===== src/rtl/instruction_fetch_pkg.sv =====
// Shared definitions for the instruction fetch unit: opcode constants,
// the fetch FSM state type and the default reset PC.
package instruction_fetch_pkg;

   // Major opcodes, instr[31:26]
   localparam logic [5:0] OP_RTYPE = 6'h00;
   localparam logic [5:0] OP_J     = 6'h02;
   localparam logic [5:0] OP_BEQ   = 6'h04;
   localparam logic [5:0] OP_BNE   = 6'h05;
   localparam logic [5:0] OP_LW    = 6'h23;
   localparam logic [5:0] OP_SW    = 6'h2B;

   // Address of the first fetch after reset
   localparam logic [31:0] DEFAULT_RESET_PC = 32'h0000_0000;

   typedef enum logic [1:0] {
      ST_IDLE  = 2'd0,
      ST_FETCH = 2'd1,
      ST_HOLD  = 2'd2
   } fetch_state_t;

   // Clears the byte-offset bits so an address is always word aligned
   function automatic logic [31:0] word_align(input logic [31:0] addr);
      return {addr[31:2], 2'b00};
   endfunction

endpackage


===== src/rtl/instruction_fetch_next_pc_sel.sv =====
// Combinational next-PC selection: jump target, taken branch target or
// the sequential address. Jump wins over branch; branch and branch_ne
// may both be high and simply OR together through the taken equation.
module next_pc_sel
   import instruction_fetch_pkg::*;
(
   input  logic [31:0] pc,
   input  logic [31:0] instr,
   input  logic        branch,
   input  logic        branch_ne,
   input  logic        jump,
   input  logic        zero,
   output logic [31:0] next_pc
);

   logic [31:0] pc_plus4;
   logic [29:0] imm_ext;
   logic [31:0] branch_target;
   logic [31:0] jump_target;
   logic        taken;
   logic        unused_opcode;

   // The opcode field plays no part in target computation
   assign unused_opcode = &{1'b0, instr[31:26]};

   // Sign-extend the 16-bit branch offset to 30 bits; the <<2 is the
   // concatenation below, so bits 31:30 of the extension are never needed
   generate
      for (genvar gi = 0; gi < 30; gi++) begin : g_imm_ext
         if (gi < 16) begin : g_low
            assign imm_ext[gi] = instr[gi];
         end else begin : g_sign
            assign imm_ext[gi] = instr[15];
         end
      end
   endgenerate

   assign pc_plus4      = pc + 32'd4;
   assign branch_target = pc_plus4 + {imm_ext, 2'b00};
   assign jump_target   = {pc_plus4[31:28], instr[25:0], 2'b00};
   assign taken         = (branch & zero) | (branch_ne & ~zero);

   // Priority select: jump, then taken branch, then fall-through
   always_comb begin
      next_pc = pc_plus4;
      if (jump) begin
         next_pc = jump_target;
      end else if (taken) begin
         next_pc = branch_target;
      end
   end

endmodule


===== src/rtl/instruction_fetch.sv =====
// Instruction fetch unit: IDLE -> FETCH (request until ack) -> HOLD
// (present instruction until retired) -> FETCH at the computed next PC.
// Optional retired-instruction counter enabled by defining FETCH_COUNT_EN.
module instruction_fetch
   import instruction_fetch_pkg::*;
#(
   parameter logic [31:0] RESET_PC = DEFAULT_RESET_PC
)(
   input  logic        clk,
   input  logic        rst_n,
   output logic        imem_req,
   output logic [31:0] imem_addr,
   input  logic        imem_ack,
   input  logic [31:0] imem_rdata,
   output logic [31:0] instr,
   output logic [5:0]  opcode,
   output logic        instr_valid,
   input  logic        instr_ready,
   output logic [31:0] pc,
   input  logic        branch,
   input  logic        branch_ne,
   input  logic        jump,
`ifdef FETCH_COUNT_EN
   output logic [31:0] fetch_count,
`endif
   input  logic        zero
);

   localparam logic [31:0] RESET_PC_ALIGNED = word_align(RESET_PC);

   fetch_state_t state_reg, state_next;
   logic [31:0]  pc_reg;
   logic [31:0]  instr_reg, instr_next;
   logic [31:0]  next_pc;
   logic         retire;

   next_pc_sel u_next_pc_sel (
      .pc        (pc_reg),
      .instr     (instr_reg),
      .branch    (branch),
      .branch_ne (branch_ne),
      .jump      (jump),
      .zero      (zero),
      .next_pc   (next_pc)
   );

   // State, PC and instruction registers; reset aborts any transaction
   always_ff @(posedge clk or negedge rst_n) begin
      if (!rst_n) begin
         state_reg <= ST_IDLE;
         pc_reg    <= RESET_PC_ALIGNED;
         instr_reg <= '0;
      end else begin
         state_reg <= state_next;
         instr_reg <= instr_next;
         if (retire) begin
            pc_reg <= next_pc;
         end
      end
   end

   // Next-state and output decode; ack and ready only count in their own state
   always_comb begin
      state_next  = state_reg;
      instr_next  = instr_reg;
      retire      = 1'b0;
      imem_req    = 1'b0;
      instr_valid = 1'b0;
      case (state_reg)
         ST_IDLE: begin
            state_next = ST_FETCH;
         end
         ST_FETCH: begin
            imem_req = 1'b1;
            if (imem_ack) begin
               instr_next = imem_rdata;
               state_next = ST_HOLD;
            end
         end
         ST_HOLD: begin
            instr_valid = 1'b1;
            if (instr_ready) begin
               retire     = 1'b1;
               state_next = ST_FETCH;
            end
         end
         default: begin
            state_next = ST_IDLE;
         end
      endcase
   end

   assign imem_addr = pc_reg;
   assign pc        = pc_reg;
   assign instr     = instr_reg;
   assign opcode    = instr_reg[31:26];

`ifdef FETCH_COUNT_EN
   logic [31:0] count_reg;

   // Count retired instructions; wraps naturally at 2^32
   always_ff @(posedge clk or negedge rst_n) begin
      if (!rst_n) begin
         count_reg <= '0;
      end else if (retire) begin
         count_reg <= count_reg + 32'd1;
      end
   end

   assign fetch_count = count_reg;
`endif

endmodule


===== config.mk =====
export PLATFORM = sky130hd
export DESIGN_NAME = instruction_fetch
export DESIGN_NICKNAME = d
export VERILOG_FILES = /design/src/rtl/instruction_fetch_pkg.sv /design/src/rtl/instruction_fetch_next_pc_sel.sv /design/src/rtl/instruction_fetch.sv
export SDC_FILE = /design/constraint.sdc
export NUM_CORES = 1
export LEC_CHECK = 0
export ABC_AREA = 0
export BUFFER_PORTS_ARGS = -buffer_cell sky130_fd_sc_hd__buf_2
export CORE_MARGIN = 3
export CORE_UTILIZATION = 55
export DETAILED_ROUTE_END_ITERATION = 7
export PLACE_DENSITY = 0.93
export SYNTH_ARGS = -nofsm -noshare
export SYNTH_HDL_FRONTEND = slang
export SYNTH_SLANG_ARGS = --single-unit

===== constraint.sdc =====
create_clock -name clk -period 5.7 [get_ports clk]
set_input_delay 0.855 -clock clk [delete_from_list [all_inputs] [get_ports clk]]
set_output_delay 0.855 -clock clk [all_outputs]
set_load 0.05 [all_outputs]

### Yosys cells after proc, flatten, opt, wreduce, memory -nomap -nowiden

Index checks and enable logic that the tools add are counted.

| storage, ports and cells | value |
|---|---|
| register bits | 66 |
| input port bits | 40 |
| output and inout port bits | 104 |
| logic and storage cells | 25 |

| operators by class | value |
|---|---|
| $add $sub $neg | 2 |
| equality and inequality tests | 4 |
| muxes and demuxes | 9 |
| bitwise logic cells | 4 |
| reduce and logical (&&, ||, !) cells | 3 |

Operators with widths:

| cell | number |
|---|---|
| $mux 32 | 2 |
| $add 32x3->32 const B | 1 |
| $add 32x32->32 | 1 |
| $pmux 2 s3 | 1 |
| $mux 1 | 4 |
| $mux 2 | 2 |
| $ne 2x2->1 const B | 2 |
| $reduce_and 2->1 | 2 |
| $and 1x1->1 | 2 |
| $eq 2x1->1 const B | 1 |
| $eq 2x2->1 const B | 1 |
| $logic_not 2->1 | 1 |
| $not 1->1 | 1 |
| $or 1x1->1 | 1 |

### Depth between registers and ports, before layout

Gate-level depths: netlist (run 1).

| depth | value |
|---|---|
| depth after elaboration | 5 |
| mapped depth | 17 |
| depth with buffers taken out | 17 |

### Modules after synthesis

Synthesis (run 1) repeated with hierarchy kept, for this count alone.

| unflattened totals | value |
|---|---|
| cells, all modules | 606 |
| area, all modules | 5944.5 µm² |

By module, submodules not included:

| module | times used | cells an instance | area each (µm²) | seq. area each (µm²) |
|---|---|---|---|---|
| instruction_fetch | 1 | 182 | 3041.7 | 1651.6 |
| next_pc_sel | 1 | 424 | 2902.8 | 0.0 |

### Least setup slack after synthesis (run 1)

OpenSTA, ideal clock, no wires.

| timing path | value |
|---|---|
| path kind | register to register |
| from | reg pc_reg[7] (netlist: imem_addr[7]) |
| to | reg pc_reg[19] (netlist: imem_addr[19]) |
| library setup time | 0.066 ns |
| data arrival time | 3.802 ns |
| data required time | 5.634 ns |
| path slack | 1.832 ns |
| cell stages (with the launch flop) | 16 |
| buffers on the path | 0 |
| clock period less this slack | 3.868 ns |
| path through | dfrtp_1 -> and3_1 -> and3_1 -> nand4_1 -> nor2_1 -> xor2_1 -> ha_1 -> a211oi_1 -> a32o_2 -> o21bai_1 -> o31ai_4 -> a21o_1 -> a21o_2 -> xnor2_1 -> a2111oi_1 -> a211o_1 |

| between the ends | value |
|---|---|
| cells in the longest elaborated chain, start to end | 4 |

Ends and longest elaborated chain:

| what | RTL line | text |
|---|---|---|
| from (decl) | instruction_fetch.sv:32 | `logic [31:0] pc_reg;` |
| from (signal assigned) | instruction_fetch.sv:57 | `pc_reg <= next_pc;` |
| $add 32x3->32 (*) | instruction_fetch_next_pc_sel.sv:38 | `assign pc_plus4 = pc + 32'd4;` |
| $add 32x32->32 | instruction_fetch_next_pc_sel.sv:39 | `assign branch_target = pc_plus4 + {imm_ext, 2'b00};` |
| $mux 32 (*) | instruction_fetch_next_pc_sel.sv:48 | `end else if (taken) begin` |
| $mux 32 (*) | instruction_fetch_next_pc_sel.sv:46 | `if (jump) begin` |

Mark *: on every way between the ends. The rest lies on a longest branch, timed or not.
A chain may end at the register's enable or synchronous reset.

### Worst setup path in the final report (run 1)

| timing path | value |
|---|---|
| from | reg pc_reg[13] (netlist: imem_addr[13]) |
| to | reg pc_reg[31] (netlist: imem_addr[31]) |

| between the ends | value |
|---|---|
| cells in the longest elaborated chain, start to end | 4 |

Ends and longest elaborated chain:

| what | RTL line |
|---|---|
| $add 32x3->32 (*) | instruction_fetch_next_pc_sel.sv:38 |
| $add 32x32->32 | instruction_fetch_next_pc_sel.sv:39 |
| $mux 32 | instruction_fetch_next_pc_sel.sv:48 |
| $mux 32 (*) | instruction_fetch_next_pc_sel.sv:46 |

Marks and branches as above.

==> run_results.csv, run 1 <==
group,metric,value,unit
clocking,clkLatencyLatePin,0.35,ns
timing,fin_setup_tns,0,ns
clocking,clockBufferDepth,2,
placement,io_buffer_count,139,
synth,yosysUniqueCellTypes,62,
clocking,cts_resized,0,
synth,netlist_area,5320,um^2
routing,firstDrtPassIters,5,
routing,drc,0,
grt,grt_max_degree,65,
floorplanning,start_util,57.0,%
clocking,cts-hold-fix-buffers,0,
routing,dr_wl_met3,1290,um
clocking,cts_tree,"yes",
grt,grtUsageTotal,26.7,%
floorplanning,core,9330,um^2
routing,routed_via_density,6.03,
placement,gp_congestion,0.961,
timing,worstMarginPinSlew,0.962,ns
worst_hold_path,hp-start,"state_reg[1]",
grt,antenna_found_initial,0,
finish,syn_to_final_growth,14.2,%
synth,synth_edf_count,0,
synth,synthTopCellsByArea,"dfrtp_1 (30%), ha_1 (8.7%), mux2_2 (7.0%), buf_4 (5.8%), nand2_1 (4.8%)",
placement,dpl.hpwl,10700,um
synth,ys_ff_latch,64,
clocking,post_cts_buffers,0,
worst_setup_path,critPathLaunchType,"flip-flop",
worst_setup_path,cp-end-kind,"flip-flop",
synth,synth.most_common_cell,"nand2_1",
synth,yosys.area.top_type_share,30.1,%
floorplanning,die_w,104,um
routing,drtAntennaViolNets,0,
worst_setup_path,crit_path_max_fanout,8,
timing,fin_worst_skew,0.00641,ns
finish,largest_register_ffs,32,
routing,wl_met1,5790,um
routing,top_layer,"met4",
floorplanning,die_height,104,um
routing,routed_wl,14700,um
floorplanning,die-area,10900,um^2
floorplanning,io_pins,144,
timing,drv_slew,0,
timing,setup_viol,0,
synth,seq_area_frac_synth,30.1,%
worst_setup_path,critPathKind,"reg2reg",
timing,rsz0062_at_grt,"false",
worst_setup_path,ff2ff_path_depth,16,
worst_setup_path,r2r-start,"imem_addr[13]",
outcome,status,"completed",
worst_setup_path,r2r_setup_slack,1.70,ns
clocking,cts-root-buf,"clkbuf_8",
synth,async_flop_share,100,%
timing,hold_violations,0,
clocking,cts_sinks,64,
worst_setup_path,crit_chain,"and4_1, and3_1, nand4_1, nor2_1, nand2_1, xnor2_1, ha_1, a21o_1, a21o_1, a21oi_1, o21ai_0, a31oi_1, nand2_1, a211oi_2, mux2i_1, xnor2_1",
worst_hold_path,whs_path_depth,1,
synth,synth_area_per_cell,8.74,um^2
timing,slew_headroom,35.9,%
routing,vias,5049,
clocking,cts-buffers-inserted,9,
worst_hold_path,hold_end,"state_reg[0]",
finish,final_cells,838,
synth,yosysTopAreaCell,"dfrtp_1",
grt,first_global_vias,4867,
timing,fin_crit_sh,70.2,%
synth,synthTopCellsByCount,"nand2_1 (68), dfrtp_1 (64), nor2_1 (47)",
finish,drive_gt1_share,29.1,%
worst_hold_path,worstHoldPathType,"reg2reg",
worst_setup_path,cp.arrival,4.28,ns
worst_setup_path,cpPeakStageDelay,0.51,ns
timing,finalCriticalPeriod,4.00,ns
routing,wl_met2,7230,um
worst_setup_path,required,5.97,ns
synth,synthFlopType,"dfrtp_1",
finish,fill_cells,741,
run,maxCapViolations,0,
timing,max_freq,250,MHz
placement,place_inst,822,
grt,grt_pass1_wl,24000,um
worst_setup_path,reg2reg_to,"imem_addr[31]",
finish,num_antenna_cells,0,
routing,avgRoutedWirePerCell,17.5,um
clocking,clkSlewWorstSetupHoldPaths,0.08,ns
floorplanning,rows,35,
finish,finalNetCount,782,
worst_setup_path,cp_slowest_cell,"dfrtp_1",
clocking,ctsHtreeMaxLevel,3,
routing,drt_iter0_drc,435,
synth,synth_cells,609,
grt,gr-total-overflow,0,
synth,ys_warn_count,0,
==> worst max path at each step <==
stage,start,depth (start not counted),to
floorplan,imem_addr[7],15,imem_addr[19]
global placement,imem_addr[12],16,imem_addr[31]
CTS,imem_addr[12],16,imem_addr[31]
global route,imem_addr[12],16,imem_addr[31]
finish,imem_addr[13],16,imem_addr[31]
detailed placement,imem_addr[12],16,imem_addr[31]
==> routing by layer <==
metal,up-vias,global-route usage (%)
met5,-,0
met4,0,8.93
met3,46,4.90
met2,262,46.2
met1,2389,33.3
li1,2352,-
==> layout by cell type, fill, tap and decap left out, types with 6 or more instances in the layout <==
cell type  count
ha_1          37
buf_2        139
o21a_1         6
mux2_2        33
a21oi_1       29
clkbuf_8      10
o21ai_0       44
a31oi_1        7
o211ai_1      11
nand3_1       17
and3_1        14
nor3_1         8
a211oi_1      13
nor2_1        47
a21o_1        16
nand2_1       68
xor2_1        22
dfrtp_1       64
nand4_1        7
xnor2_1       28
inv_1          8
==> layout make-up <==
type	count	area, um^2	area share, %
sequential	64	1600	26.4
clock buffer	10	138	2.27
inverter	8	30.0	0.494
clock inverter	6	115	1.89
multi-input combinational	477	3300	54.3
timing repair buffer	144	733	12.1
tap	129	161	2.66
==> cells by family after synthesis <==
group	synth area share, %
xor gates and xnor gates	8.23
AOI/OAI and AO/OA	20.5
other	0.0705
adders and majority gates	9.08
and+or+nand+nor	16.5
DFF	30.1
muxes	7.36
buffers and inverters	8.21
==> through the flow <==
step	hold WS [ns]	area, um^2	setup slack (ns)	utilization, %
2_1_floorplan	0.455	5330	1.83	-
3_3_place_gp	0.472	5820	1.85	62.4
3_5_place_dp	0.495	5820	1.72	62.4
4_1_cts	0.503	6080	1.71	65.1
5_1_grt	0.542	6080	1.40	65.1
6_report	0.502	6080	1.70	65.1
==> worst max-delay path, delay by kind of cell (launching register included) <==
family	cells	cell delay [ns]
AOI/OAI and AO/OA	6	1.19
DFF	1	0.51
adders and majority gates	1	0.38
xor gates and xnor gates	2	0.40
muxes	1	0.25
and+or+nand+nor	6	1.19
Power of run 1 is not shown: default switching activity piles up to over one toggle a cycle in this logic, so the estimate is an artifact.
==> run 2: changes to the inputs <==
--- a/config.mk
+++ b/config.mk
@@ -8,9 +8,9 @@
 export ABC_AREA = 0
 export BUFFER_PORTS_ARGS = -buffer_cell sky130_fd_sc_hd__buf_2
 export CORE_MARGIN = 3
-export CORE_UTILIZATION = 55
+export CORE_UTILIZATION = 54
 export DETAILED_ROUTE_END_ITERATION = 7
-export PLACE_DENSITY = 0.93
+export PLACE_DENSITY = 0.92
 export SYNTH_ARGS = -nofsm -noshare
 export SYNTH_HDL_FRONTEND = slang
 export SYNTH_SLANG_ARGS = --single-unit
==> constraint.sdc (replaced) <==
create_clock -name clk -period 3.7 [get_ports clk]
set_input_delay 0.555 -clock clk [delete_from_list [all_inputs] [get_ports clk]]
set_output_delay 0.555 -clock clk [all_outputs]
set_load 0.05 [all_outputs]
==> run_results.csv, run 2 (synthesis results as in run 1) <==
group,metric,value,unit
timing,drv_slew,0,
finish,final_common_cell,"buf_2",
finish,multi_input_area,3540,um^2
timing,setup_viol,0,
placement,io_buffer_count,139,
grt,gr-total-overflow,0,
timing,slew_headroom,40.9,%
finish,fill_cells,661,
clocking,ctsHtreeMaxLevel,3,
placement,gp_congestion,0.936,
routing,avgRoutedWirePerCell,18.5,um
floorplanning,die-area,11100,um^2
clocking,clkLatencyLatePin,0.36,ns
timing,max_freq,275,MHz
floorplanning,die_w,105,um
clocking,clkSlewWorstSetupHoldPaths,0.08,ns
floorplanning,rows,35,
worst_setup_path,r2r_setup_slack,0.06,ns
worst_setup_path,critPathKind,"reg2reg",
floorplanning,die_height,105,um
grt,grtUsageTotal,28.0,%
floorplanning,io_pins,144,
clocking,clockBufferDepth,2,
worst_setup_path,cp.arrival,3.90,ns
placement,dpl.hpwl,11700,um
timing,hold_violations,0,
timing,fin_crit_sh,98.3,%
timing,worstMarginPinSlew,0.887,ns
grt,antenna_found_initial,0,
routing,drc,0,
finish,syn_to_final_growth,27.4,%
worst_setup_path,cp-end-kind,"flip-flop",
worst_setup_path,required,3.96,ns
clocking,cts-root-buf,"clkbuf_8",
worst_setup_path,ff2ff_path_depth,17,
worst_setup_path,crit_path_max_fanout,3,
clocking,cts_tree,"yes",
grt,grt_pass1_wl,25500,um
routing,routed_via_density,6.09,
grt,first_global_vias,5162,
outcome,status,"completed",
routing,firstDrtPassIters,7,
timing,whs,0.319,ns
routing,drtAntennaViolNets,0,
worst_hold_path,worstHoldPathType,"in2async",
worst_setup_path,critPathLaunchType,"flip-flop",
worst_setup_path,r2r-start,"imem_addr[14]",
routing,vias,5460,
finish,largest_register_ffs,32,
routing,routed_wl,16600,um
floorplanning,core,9420,um^2
worst_setup_path,reg2reg_to,"imem_addr[31]",
finish,final_cell_mix,"buf_2 (139), nand2_1 (67), buf_4 (62), dfrtp_1 (54), o21ai_0 (41)",
timing,fin_worst_skew,0.0132,ns
timing,rsz0062_at_grt,"true",
run,maxCapViolations,0,
routing,drt_iter0_drc,540,
floorplanning,start_util,56.5,%
finish,num_antenna_cells,0,
timing,finalCriticalPeriod,3.64,ns
clocking,cts_sinks,64,
grt,grt_max_degree,39,
clocking,cts-hold-fix-buffers,0,
finish,seq_area,1610,um^2
clocking,cts-buffers-inserted,9,
finish,finalNetCount,841,
finish,drive_gt1_share,40.1,%
## run 2: changes by cell type in the layout (fill, tap and decap cells not counted), sizes merged
cell,previous run,this run
buf,144,203
clkbuf,10,9
inv,9,10
clkinvlp,1,0
clkinv,1,2
## run 2: final cells by class
class / instances / area share [%]
Clock buffer: 9 / 1.83
Clock inverter: 7 / 1.88
Inverter: 8 / 0.443
Multi-Input combinational cell: 477 / 52.2
Sequential cell: 64 / 23.8
Tap cell: 129 / 2.38
Timing Repair Buffer: 203 / 17.5
## run 2: critical path, stage by stage, from the launching register on
cell and delay, ns:
dfrtp_2 0.39, and4_4 0.24, and3_4 0.19, nand4_1 0.21, buf_4 0.23, nor2_4 0.08
nand2_2 0.08, xnor2_2 0.17, ha_1 0.31, a21o_1 0.19, a21o_1 0.17, a21oi_2 0.13
o21ai_1 0.10, a31oi_1 0.23, nand2_1 0.13, a211oi_2 0.26, mux2i_1 0.28, xnor2_1 0.18
## run 2: stage by stage
step	std cells	util [%]	worst slack [ns]	setup TNS [ns]	cell area, um^2
6_report	897	72.0	0.0644	0	6780
5_1_grt	897	72.0	-0.127	-0.199	6780
4_1_cts	880	68.2	0.00870	0	6420
3_5_place_dp	863	65.2	-0.128	-0.128	6140
3_3_place_gp	863	65.2	0.163	0	6140
2_1_floorplan	612	-	0.0114	0	5340
## run 2: metal layers
layer | track usage [%] | vias to the layer above | share of wire [%]
li1 | - | 2471 | -
met1 | 35.8 | 2599 | 39
met2 | 47.7 | 329 | 49
met3 | 4.10 | 61 | 8.1
met4 | 10.6 | 0 | 3.5
met5 | 0 | - | 0
## run 2: what timing repair did
| item | 4_1_cts | 5_1_grt |
|---|---|---|
| setup buffers | 1 | 17 |
| cloned | 0 | 0 |
| resized for setup | 6 | 45 |
| endpoints found under the setup margin | 2 | 13 |
| pin swaps | 2 | 41 |
## run 2: how the worst max path moves through the flow
stage / end / start / slack (ns) / cells past startpoint
finish: imem_addr[31] / imem_addr[14] / 0.06 / 17
global placement: imem_addr[19] / imem_addr[7] / 0.16 / 16
CTS: imem_addr[31] / imem_addr[9] / 0.009 / 18
global route: imem_addr[31] / imem_addr[14] / -0.13 / 17
detailed placement: imem_addr[31] / imem_addr[15] / -0.13 / 15
floorplan: imem_addr[19] / imem_addr[7] / 0.01 / 15
Power of run 2 is left out for the same reason.
==> run 3: changes to the inputs <==
==> constraint.sdc (replaced) <==
create_clock -name clk -period 4.1 [get_ports clk]
set_input_delay 0.615 -clock clk [delete_from_list [all_inputs] [get_ports clk]]
set_output_delay 0.615 -clock clk [all_outputs]
set_load 0.05 [all_outputs]
==> run_results.csv, run 3 (synthesis results as in run 1) <==
group,metric,value,unit
outcome,status,"completed",
clocking,cts-hold-fix-buffers,0,
timing,worstMarginPinSlew,0.864,ns
worst_setup_path,crit_path_max_fanout,7,
finish,largest_register_ffs,32,
timing,whs,0.321,ns
worst_hold_path,worstHoldPathType,"in2async",
finish,final_common_cell,"buf_2",
placement,dpl.hpwl,11200,um
finish,drive_gt1_share,32.6,%
worst_setup_path,required,4.30,ns
finish,num_antenna_cells,0,
routing,routed_wl,15300,um
worst_setup_path,cp_num_cells,16,
finish,fill_cells,736,
worst_setup_path,cp_slowest_cell,"dfrtp_2",
finish,design_area,6210,um^2
grt,gr-total-overflow,0,
worst_setup_path,cp_common_cell,"and3_1",
worst_setup_path,cp_top_family,"compound AO/OA/AOI/OAI gates",
worst_setup_path,r2r-start,"imem_addr[7]",
worst_setup_path,cpPeakStageDelay,0.43,ns
placement,gp_congestion,0.949,
routing,routed_via_density,6.03,
finish,finalNetCount,797,
routing,vias,5145,
clocking,clockBufferDepth,2,
placement,io_buffer_count,139,
run,maxCapViolations,0,
grt,grt_max_degree,53,
timing,fin_setup_tns,0,ns
timing,drv_slew,0,
routing,drt_iter0_drc,407,
timing,fin_worst_skew,0.00897,ns
finish,final_cell_mix,"buf_2 (139), nand2_1 (68), dfrtp_1 (59), nor2_1 (44), o21ai_0 (44)",
floorplanning,start_util,56.5,%
routing,avgRoutedWirePerCell,17.9,um
timing,slew_headroom,42.2,%
clocking,clkSlewWorstSetupHoldPaths,0.08,ns
floorplanning,core,9420,um^2
worst_setup_path,ff2ff_path_depth,16,
worst_setup_path,critPathLaunchType,"flip-flop",
worst_setup_path,crit_start,"imem_addr[7]",
clocking,cts_tree,"yes",
routing,drtAntennaViolNets,0,
worst_setup_path,reg2reg_to,"imem_addr[21]",
floorplanning,die_w,105,um
placement,placed_cell_area,5860,um^2
clocking,cts-root-buf,"clkbuf_8",
timing,finalCriticalPeriod,3.88,ns
timing,max_freq,258,MHz
finish,syn_to_final_growth,16.7,%
grt,first_global_vias,4894,
routing,firstDrtPassIters,5,
clocking,clkLatencyLatePin,0.34,ns
worst_setup_path,r2r_setup_slack,0.22,ns
worst_setup_path,path_buf_inv,1,
timing,setup_viol,0,
grt,grt_pass1_wl,24300,um
floorplanning,rows,35,
clocking,cts-buffers-inserted,9,
worst_setup_path,crit_chain,"and3_1, and3_1, nand4_1, buf_4, nor2_1, xor2_2, ha_1, a211oi_1, a32o_2, o21bai_1, o31ai_4, a21o_1, a21o_2, and4b_1, o31ai_2, a31oi_1",
floorplanning,die_height,105,um
worst_setup_path,cp.arrival,4.08,ns
timing,rsz0062_at_grt,"false",
timing,fin_crit_sh,94.7,%
floorplanning,io_pins,144,
grt,antenna_found_initial,0,
worst_setup_path,critPathKind,"reg2reg",
clocking,ctsHtreeMaxLevel,3,
clocking,cts_sinks,64,
grt,grtUsageTotal,26.6,%
floorplanning,die-area,11100,um^2
timing,hold_violations,0,
worst_setup_path,cp-end-kind,"flip-flop",
routing,drc,0,
worst_setup_path,crit_end,"imem_addr[21]",
[run 3: cell types whose count changed in the layout (fill, tap and decap cells not counted), sizes merged]
| cell | before | now |
|---|---|---|
| buf | 203 | 159 |
| clkinvlp | 0 | 1 |
| inv | 10 | 9 |
| bufinv | 3 | 2 |
| clkinv | 2 | 3 |
[run 3: worst register-to-register path, cell delays in order (launching register included)]
cell,delay [ns]
dfrtp_2,0.43
and3_1,0.21
and3_1,0.26
nand4_1,0.10
buf_4,0.17
nor2_1,0.18
xor2_2,0.23
ha_1,0.31
a211oi_1,0.24
a32o_2,0.25
o21bai_1,0.16
o31ai_4,0.16
a21o_1,0.21
a21o_2,0.23
and4b_1,0.19
o31ai_2,0.29
a31oi_1,0.14
[run 3: layout make-up]
cell class              count  area [um^2]  share of cell area (%)
clock buffers               9          124                    2.00
repair buffers            159          846                    13.6
well taps                 129          161                    2.60
inverters                   8         30.0                   0.484
multi-input cells         477         3340                    53.9
flip-flops and latches     64         1610                    25.9
clock inverters             7         95.1                    1.53
[run 3: how the worst min path moves through the flow]
stage                     slack [ns]  cells after the start            end
after floorplan                 0.32                      0  imem_addr[10]
after global placement          0.47                      1  imem_addr[31]
after detailed placement        0.48                      1   state_reg[0]
after CTS                       0.34                      1      instr[31]
after global routing            0.38                      1  imem_addr[10]
final                           0.32                      1  imem_addr[10]
[run 3: per-layer routing]
layer  GRT usage, %  part of all wire, %  vias up
li1               -                    -     2376
met1           34.6                   41     2460
met2           45.4                   49      268
met3           4.16                  8.0       41
met4           8.25                  2.3        0
met5              0                    0        -
[run 3: stage by stage]
stage          util [%]  instances  setup slack [ns]
2_1_floorplan         -        612             0.232
3_5_place_dp       62.2        827            0.0146
5_1_grt            65.9        853            0.0118
4_1_cts            64.6        843            0.0312
6_report           65.9        853             0.219
3_3_place_gp       62.2        827            0.0661
[run 3: repair_timing]
item,4_1_cts,5_1_grt
buffers inserted,0,10
setup endpoints to repair,1,7
pin swaps,0,1
gates resized for setup,1,15
endpoints found under the hold margin,0,0
Power of run 3 is left out for the same reason.
